**src/rtl/usb_trans_sched.sv**
```systemverilog
`default_nettype none
// ============================================================================
// Module   : usb_trans_sched
// Brief    : Decodes PC transfer commands, streams OUT words to the memory mux
//            and returns the key/status block as an 8-word IN burst.
// Revision : 1.0 - initial release
// ============================================================================
module usb_trans_sched #(
  parameter logic [31:0] CODE_BYTES   = 32'h01000000,
  parameter logic [31:0] VFRAME_BYTES = 32'h00020000,
  parameter logic [31:0] SND_BYTES    = 32'h00000010,
  parameter int unsigned TIMEOUT_CYC  = 1000000
) (
  input  logic        clk,
  input  logic        rst,
  input  logic [31:0] ctrl_tdata,
  input  logic        ctrl_tvalid,
  output logic        ctrl_tready,
  input  logic [31:0] tx_tdata,
  input  logic        tx_tvalid,
  output logic        tx_tready,
  output logic        mux_wr,
  input  logic        mux_wr_ready,
  output logic [2:0]  mux_trans_type,
  output logic [31:0] mux_wr_data,
  output logic [31:0] rx_tdata,
  output logic        rx_tvalid,
  output logic        rx_tlast,
  input  logic        rx_tready,
  output logic [2:0]  ks_idx,
  input  logic [31:0] ks_data,
  output logic        busy,
  output logic [2:0]  cur_type,
  output logic [23:0] words_remain,
  output logic        abort,
  output logic        bad_cmd
);

  localparam logic [2:0] T_NONE   = 3'b000;
  localparam logic [2:0] T_CODE   = 3'b001;
  localparam logic [2:0] T_VBUF   = 3'b010;
  localparam logic [2:0] T_KS     = 3'b011;
  localparam logic [2:0] T_BAD4   = 3'b100;
  localparam logic [2:0] T_SRBUF  = 3'b101;
  localparam logic [2:0] T_SLBUF  = 3'b110;
  localparam logic [2:0] T_BAD7   = 3'b111;

  localparam logic [1:0] S_IDLE   = 2'd0;
  localparam logic [1:0] S_OUT    = 2'd1;
  localparam logic [1:0] S_IN     = 2'd2;

  localparam logic [31:0] CODE_W32 = CODE_BYTES >> 2;
  localparam logic [31:0] VFRM_W32 = VFRAME_BYTES >> 2;
  localparam logic [31:0] SND_W32  = SND_BYTES >> 2;
  localparam logic [23:0] CODE_WORDS = CODE_W32[23:0];
  localparam logic [23:0] VFRM_WORDS = VFRM_W32[23:0];
  localparam logic [23:0] SND_WORDS  = SND_W32[23:0];
  localparam logic [31:0] TO_LIMIT   = TIMEOUT_CYC;

  logic [1:0]  state_q, state_d;
  logic [2:0]  cur_type_q, cur_type_d;
  logic [23:0] words_q, words_d;
  logic [2:0]  ks_idx_q, ks_idx_d;
  logic [31:0] to_cnt_q, to_cnt_d;
  logic        abort_q, abort_d;
  logic        bad_cmd_q, bad_cmd_d;
  logic        mux_wr_q, mux_wr_d;
  logic [2:0]  mux_type_q, mux_type_d;
  logic [31:0] mux_data_q, mux_data_d;

  logic [2:0]  cmd;
  logic        cmd_hs;
  logic        tx_hs;
  logic        rx_hs;
  logic        timeout_hit;
  logic        unused_cmd_bits;

  assign cmd             = ctrl_tdata[2:0];
  assign unused_cmd_bits = ^ctrl_tdata[31:3];
  assign cmd_hs          = ctrl_tvalid & ctrl_tready;
  assign tx_hs           = tx_tvalid & tx_tready;
  assign rx_hs           = rx_tvalid & rx_tready;
  // Stall cycles only count while the mux could have taken a word.
  assign timeout_hit     = (state_q == S_OUT) & tx_tready & ~tx_tvalid
                           & ((to_cnt_q + 32'd1) == TO_LIMIT);

  always_ff @(posedge clk) begin
    if (!rst) begin
      state_q <= S_IDLE;
    end else begin
      state_q <= state_d;
    end
  end

  always_comb begin
    state_d = state_q;
    case (state_q)
      S_IDLE: begin
        if (cmd_hs) begin
          case (cmd)
            T_CODE, T_VBUF, T_SRBUF, T_SLBUF: state_d = S_OUT;
            T_KS:                             state_d = S_IN;
            default:                          state_d = S_IDLE;
          endcase
        end
      end
      S_OUT: begin
        if ((tx_hs && words_q == 24'd1) || timeout_hit) begin
          state_d = S_IDLE;
        end
      end
      S_IN: begin
        if (rx_hs && ks_idx_q == 3'd7) begin
          state_d = S_IDLE;
        end
      end
      default: state_d = S_IDLE;
    endcase
  end

  always_comb begin
    ctrl_tready = (state_q == S_IDLE);
    tx_tready   = (state_q == S_OUT) & (~mux_wr_q | mux_wr_ready);
    rx_tvalid   = (state_q == S_IN);
    rx_tdata    = ks_data;
    rx_tlast    = (state_q == S_IN) & (ks_idx_q == 3'd7);
    busy        = (state_q != S_IDLE);
  end

  always_comb begin
    cur_type_d = cur_type_q;
    words_d    = words_q;
    ks_idx_d   = ks_idx_q;
    to_cnt_d   = to_cnt_q;
    abort_d    = 1'b0;
    bad_cmd_d  = 1'b0;
    mux_wr_d   = mux_wr_q;
    mux_type_d = mux_type_q;
    mux_data_d = mux_data_q;

    if (cmd_hs) begin
      case (cmd)
        T_CODE:  begin cur_type_d = cmd; words_d = CODE_WORDS; end
        T_VBUF:  begin cur_type_d = cmd; words_d = VFRM_WORDS; end
        T_SRBUF: begin cur_type_d = cmd; words_d = SND_WORDS;  end
        T_SLBUF: begin cur_type_d = cmd; words_d = SND_WORDS;  end
        T_KS: begin
          cur_type_d = cmd;
          words_d    = 24'd8;
          ks_idx_d   = 3'd0;
        end
        T_BAD4, T_BAD7: bad_cmd_d = 1'b1;
        default: ;
      endcase
    end

    if (state_q != S_OUT || tx_hs) begin
      to_cnt_d = 32'd0;
    end else if (timeout_hit) begin
      to_cnt_d = 32'd0;
      abort_d  = 1'b1;
      words_d  = 24'd0;
    end else if (tx_tready) begin
      to_cnt_d = to_cnt_q + 32'd1;
    end

    if (tx_hs) begin
      words_d = words_q - 24'd1;
    end

    if (rx_hs) begin
      words_d  = words_q - 24'd1;
      ks_idx_d = (ks_idx_q == 3'd7) ? 3'd0 : ks_idx_q + 3'd1;
    end

    // The held word carries its own type, so a new command may start under it.
    if (tx_hs) begin
      mux_wr_d   = 1'b1;
      mux_type_d = cur_type_q;
      mux_data_d = tx_tdata;
    end else if (mux_wr_q && mux_wr_ready) begin
      mux_wr_d   = 1'b0;
    end
  end

  always_ff @(posedge clk) begin
    if (!rst) begin
      cur_type_q <= T_NONE;
      words_q    <= 24'd0;
      ks_idx_q   <= 3'd0;
      to_cnt_q   <= 32'd0;
      abort_q    <= 1'b0;
      bad_cmd_q  <= 1'b0;
      mux_wr_q   <= 1'b0;
      mux_type_q <= T_NONE;
      mux_data_q <= 32'd0;
    end else begin
      cur_type_q <= cur_type_d;
      words_q    <= words_d;
      ks_idx_q   <= ks_idx_d;
      to_cnt_q   <= to_cnt_d;
      abort_q    <= abort_d;
      bad_cmd_q  <= bad_cmd_d;
      mux_wr_q   <= mux_wr_d;
      mux_type_q <= mux_type_d;
      mux_data_q <= mux_data_d;
    end
  end

  assign mux_wr         = mux_wr_q;
  assign mux_trans_type = mux_type_q;
  assign mux_wr_data    = mux_data_q;
  assign ks_idx         = ks_idx_q;
  assign cur_type       = cur_type_q;
  assign words_remain   = words_q;
  assign abort          = abort_q;
  assign bad_cmd        = bad_cmd_q;

endmodule
`default_nettype wire

```
**config.mk**
```make
export PLATFORM = sky130hd
export DESIGN_NAME = usb_trans_sched
export DESIGN_NICKNAME = d
export VERILOG_FILES = /design/src/rtl/usb_trans_sched.sv
export SDC_FILE = /design/constraint.sdc
export NUM_CORES = 1
export LEC_CHECK = 0
export CAP_MARGIN = 15
export CORE_MARGIN = 2
export CORE_UTILIZATION = 38
export DETAILED_ROUTE_END_ITERATION = 16
export GPL_ROUTABILITY_DRIVEN = 0
export PLACE_DENSITY = 0.7
export SYNTH_ARGS = -nofsm -noshare
export SYNTH_HDL_FRONTEND = slang
export SYNTH_SLANG_ARGS = --single-unit
```
**constraint.sdc**
```tcl
create_clock -name clk -period 8 [get_ports clk]
set_input_delay 0.8 -clock clk [delete_from_list [all_inputs] [get_ports clk]]
set_output_delay 0.8 -clock clk [all_outputs]
set_load 0.005 [all_outputs]
```
# Word level (Yosys, flattened, before mapping)
# Cells that the tools add are included.
# W data, S select, Z words.
# classes
eq_ne	16
reduce_logical	20
mux	19
add_sub_neg	3
n_bitwise	12
# ops
operator	count
$mux W24	5
$pmux W24 S4	1
$add A32 B1 Y32 const B	1
$eq A32 B20 Y1 const B	1
$eq A24 B1 Y1 const B	1
$sub A24 B1 Y24 const B	1
$eq A3 B3 Y1 const B	5
$mux W3	4
$and A1 B1 Y1	8
$reduce_bool A2 Y1	4
$eq A3 B2 Y1 const B	2
$mux W2	3
$ne A2 B1 Y1 const B	3
$pmux W2 S3	1
$reduce_and A2 Y1	3
$reduce_or A2 Y1	3
$reduce_or A5 Y1	1
$mux W1	4
$pmux W2 S2	1
$reduce_or A4 Y1	1
$add A3 B1 Y3 const B	1
$eq A3 B1 Y1 const B	1
$logic_and A1 B1 Y1	3
$not A1 Y1	3
other kinds (8)	9
# totals
output_inout_bits	105
inputBits	102
reg_bits	102

# Logic depth before layout (Yosys ltp)
# depth
ltp_word	10
mapped_depth	10
depth_no_buf	8

# Least setup slack after synthesis
# No wires, ideal clock.
# synth_timing
path_type	register to register
start	register to_cnt_q[11]
end	register abort_q, in the netlist abort
path_buffers	1
setup_slack_ns	5.265
arrival_ns	2.646
path_stages_with_launch	9
required_time_ns	7.912
path_cell_list	dfxtp_1 clkbuf_2 nand4_2 or4_4 nor3_2 mux2i_1 nand3_2 or4_4 nor4_2
# synth_via
elab_chain_len	4
# synth_rtl
item	line_no	rtl
from (decl)	64	logic [31:0] to_cnt_q, to_cnt_d;
from (signal assigned)	201	to_cnt_q <= to_cnt_d;
$add A32 B1 Y32	85	& ((to_cnt_q + 32'd1) == TO_LIMIT);
$eq A32 B20 Y1	85	
$and A1 B1 Y1	85	
$mux W1	159	end else if (timeout_hit) begin
to (signal assigned)	202	abort_q <= abort_d;
to (decl)	65	logic abort_q, abort_d;
# Every way passes these cells.
# A chain may end at the register's enable or synchronous reset.

# Final worst setup path
# layout_timing
start	register to_cnt_q[12]
end	register words_q[16], in the netlist words_remain[16]
# layout_via
elab_chain_len	7
# layout_rtl
item	line_no	rtl
$add A32 B1 Y32	85	
$eq A32 B20 Y1	85	
$and A1 B1 Y1	85	
$mux W24	159	
$mux W24	157	if (state_q != S_OUT || tx_hs) begin
$mux W24	167	if (tx_hs) begin
$mux W24	171	if (rx_hs) begin
to (signal assigned)	199	words_q <= words_d;
to (decl)	62	logic [23:0] words_q, words_d;
# Every way passes these cells.

==> impl_metrics.env <==
export IMPL_status="completed"
export IMPL_final_hold_violation_count=0
export IMPL_fp_row_count=44
export IMPL_fp_coreArea_um2=14600
export IMPL_fin_tns_setup_ns=0
export IMPL_main_area_contributors_after_synthesis="dfxtp_1 36%, nand2_1 7.5%, a21boi_0 5.0%, xnor2_1 4.4%, buf_4 4.2%"
export IMPL_die_area_um2=16100
export IMPL_finalCriticalPeriod_ns=3.69
export IMPL_finalWirelength_um=14600
export IMPL_drt_vias_per_instance=5.32
export IMPL_syn_area_um2=5730
export IMPL_area_delta_synth_final_pct=23.3
export IMPL_seqCellArea_um2=2040
export IMPL_yosys_register_bits=102
export IMPL_crit_path_capture_type="register"
export IMPL_r2r_slack_ns=4.31
export IMPL_power_clock_fraction_pct=38.6
export IMPL_peakVddDrop_mv=0.110
export IMPL_timing_clock_skew_ns=0.0104
export IMPL_synth_top_area_share_pct=35.7
export IMPL_criticalPathCategory="register to register"
export IMPL_tritoncts_clock_tree="built"
export IMPL_synth_ff_type="dfxtp_1"
export IMPL_synth_async_reset_ratio_pct=0
export IMPL_synth_avg_cell_area_um2=8.11
export IMPL_multiInputGateArea_um2=3220
export IMPL_synth_cell_types=68
export IMPL_cts_htree_levels=3
export IMPL_drt_pre_antenna_iters=5
export IMPL_grt_pass1_wl_um=23800
export IMPL_worstHoldPathType="register to register"
export IMPL_netSwitchingFraction_pct=27.5
export IMPL_ctsLongestPathBuffers=2
export IMPL_cellLeakagePower_nw=2.32
export IMPL_total_power_divided_by_cell_area_nw_per_um2=179
export IMPL_initialDrtViolationCount=353
export IMPL_fmaxAchievable_mhz=271
export IMPL_antenna_left=0
export IMPL_yosysTopAreaCell="dfxtp_1"
export IMPL_regToRegEndpoint="words_remain[16]"
export IMPL_ios=207
export IMPL_cts_buffers_inserted=9
export IMPL_grt_start_max_net_pins=65
export IMPL_rr_worst_depth=8
export IMPL_root_buffer="clkbuf_16"
export IMPL_worst_endpoint_arrival_ns=3.91
export IMPL_via_count_of_the_first_global_routing_pass=4783
export IMPL_detail_route_drc_violations=0
export IMPL_num_fill_cells=1446
export IMPL_routedWlPerCell_um=15.2
export IMPL_unrepaired_setup_endpoints_after_global_routing="no"
export IMPL_grt_antenna_before_repair=0
export IMPL_chipHeight_um=127
export IMPL_post_route_period_util_pct=46.2
export IMPL_post_layout_utilization_of_the_core_pct=48.2
export IMPL_internal_power_mw=0.918
export IMPL_postCtsHoldBufs=0
export IMPL_antennaDiodeCount=0
export IMPL_crit_start="to_cnt_q[12]"
export IMPL_r2r_start="to_cnt_q[12]"
export IMPL_post_cts_repair_setup_buffers=0
export IMPL_grt_overflow=0
export IMPL_num_vias=5086
export IMPL_initial_util_pct=39.1
export IMPL_ys_seq_area_share_pct=35.7
export IMPL_synth_yosys_warnings=0
export IMPL_postSynthNetCount=813
export IMPL_critical_path_required_ns=8.21
export IMPL_final_setup_viol_count=0
export IMPL_power_combinational_fraction_pct=17.9
export IMPL_clock_latency_of_the_later_clocked_register_in_the_worst_skew_pair_ns=0.35
export IMPL_timing_max_transition_violations_final=0
export IMPL_synthesis_instances=706
export IMPL_critical_path_endpoint="words_remain[16]"
export IMPL_detailed_place_hpwl_um=10000
export IMPL_tightest_slew_ns=0.933
export IMPL_path_clk_slew_ns=0.07
export IMPL_drv_cap=0
export IMPL_post_cts_resized=0
export IMPL_globalRouteTotalUtil_pct=17.8
export IMPL_drive_above_1_share_pct=7.90
export IMPL_p_sw_mw=0.347
export IMPL_hold_path_cell_count=2
export IMPL_timing_critical_path_from_type="register"
export IMPL_port_buffers=113
export IMPL_power_share_sequential_pct=43.5
export IMPL_nets=874
export IMPL_chipWidth_um=127
export IMPL_synth_edf_count=0
export IMPL_clock_sinks=102
export IMPL_critPathMaxFanout=40
export IMPL_slew_headroom_pct=37.2
[area by class of cell]
cell class                 count  share of cell area, %
clock buffer                  10                   3.38
clock inverter                 6                   1.31
inverter                      16                  0.850
multi-input combinational    518                   45.6
sequential                   102                   28.9
tap                          184                   3.26
timing repair buffer         120                   16.7
[cell usage in the layout, fill, tap and decap left out, types with 20 or more instances in the layout]
master             n
a21boi_0          38
clkdlybuf4s50_1  112
dfxtp_1          102
nand2_1          115
nand3_1           42
nor2_1            29
nor3_1            39
nor3_2            20
o21ai_0           26
xnor2_1           29
[sequential cells by signal (all words and copies together) (netlist names)]
signal / cells
mux_wr_data: 32
to_cnt_q: 32
words_remain: 24
cur_type: 3
ks_idx: 3
mux_trans_type: 3
state_q: 2
abort: 1
bad_cmd: 1
mux_wr: 1
[stage by stage]
stage / cell area [µm²] / power (mW) / instances / setup slack (ns) / hold WS, ns
6_report: 7060 / 1.27 / 956 / 4.31 / 0.461
5_1_grt: 7060 / 1.32 / 956 / 4.00 / 0.483
4_1_cts: 7060 / 1.28 / 956 / 4.33 / 0.466
3_5_place_dp: 6730 / 0.785 / 940 / 4.04 / 0.457
3_3_place_gp: 6730 / 0.782 / 940 / 4.11 / 0.451
2_1_floorplan: 5730 / 0.697 / 706 / 5.27 / 0.460
[worst min-delay path by stage]
stage,startpoint,end,slack [ns]
2_1_floorplan,mux_trans_type[0],mux_trans_type[0],0.46
3_3_place_gp,mux_wr_data[15],mux_wr_data[15],0.45
3_5_place_dp,mux_wr_data[5],mux_wr_data[5],0.46
4_1_cts,mux_wr_data[5],mux_wr_data[5],0.47
5_1_grt,mux_wr_data[5],mux_wr_data[5],0.48
6_report,mux_wr_data[5],mux_wr_data[5],0.46
[critical path: stages, from the launching register on]
cell and delay (ns):
dfxtp_1 0.49, nand4_2 0.25, or4_4 0.62, nor4b_1 0.40
xnor2_1 0.25, o211ai_1 0.21, nor4_4 0.58, buf_4 0.55
o21ai_0 0.18
[cell usage after synthesis, types with 3 or more instances]
library cell	instances
nand3_1	42
mux2i_1	5
inv_1	15
xnor2_1	29
a21boi_0	38
buf_6	3
or4_4	3
and2_1	5
a31oi_1	8
clkbuf_1	27
nand2_1	115
nor4_1	13
buf_2	6
o31ai_1	3
nand2b_1	6
nor2b_1	9
xor2_1	15
a21oi_1	8
nor2_1	29
buf_4	32
o211ai_1	4
nand4_1	17
ha_1	5
dfxtp_1	102
o21ai_0	27
o21a_1	4
and4_1	4
and3_1	12
nor3_1	39
or3_1	7
o22ai_1	8
nor3_2	20
[per-layer routing]
layer	GRT usage, %	vias to the layer above	wire length [µm]
met2	29.3	139	6830
met3	3.58	18	735
met1	24.1	2334	6820
met4	4.52	0	173
li1	-	2595	-
met5	0	-	0
[power groups by stage]
stage | clock network [mW] | registers (mW) | logic [mW]
after floorplan | 0 | 0.558 | 0.140
after global placement | 0 | 0.561 | 0.221
after detailed placement | 0 | 0.561 | 0.224
after CTS | 0.499 | 0.550 | 0.226
after global routing | 0.516 | 0.553 | 0.249
final | 0.489 | 0.550 | 0.226
[logic make-up (layout without fill, tap and decap cells)]
logic type / after synthesis / in the layout / synth area share (%)
AO/OA/AOI/OAI: 120 / 120 / 14.6
XOR/XNOR: 44 / 44 / 6.73
adder cells (fa/ha/maj): 5 / 5 / 1.09
buffers and inverters: 86 / 152 / 8.28
flip-flops: 102 / 102 / 35.7
multiplexers: 5 / 5 / 0.874
AND/OR/NAND/NOR: 344 / 344 / 32.8
No activity file was read; power rests on OpenSTA's default activity.
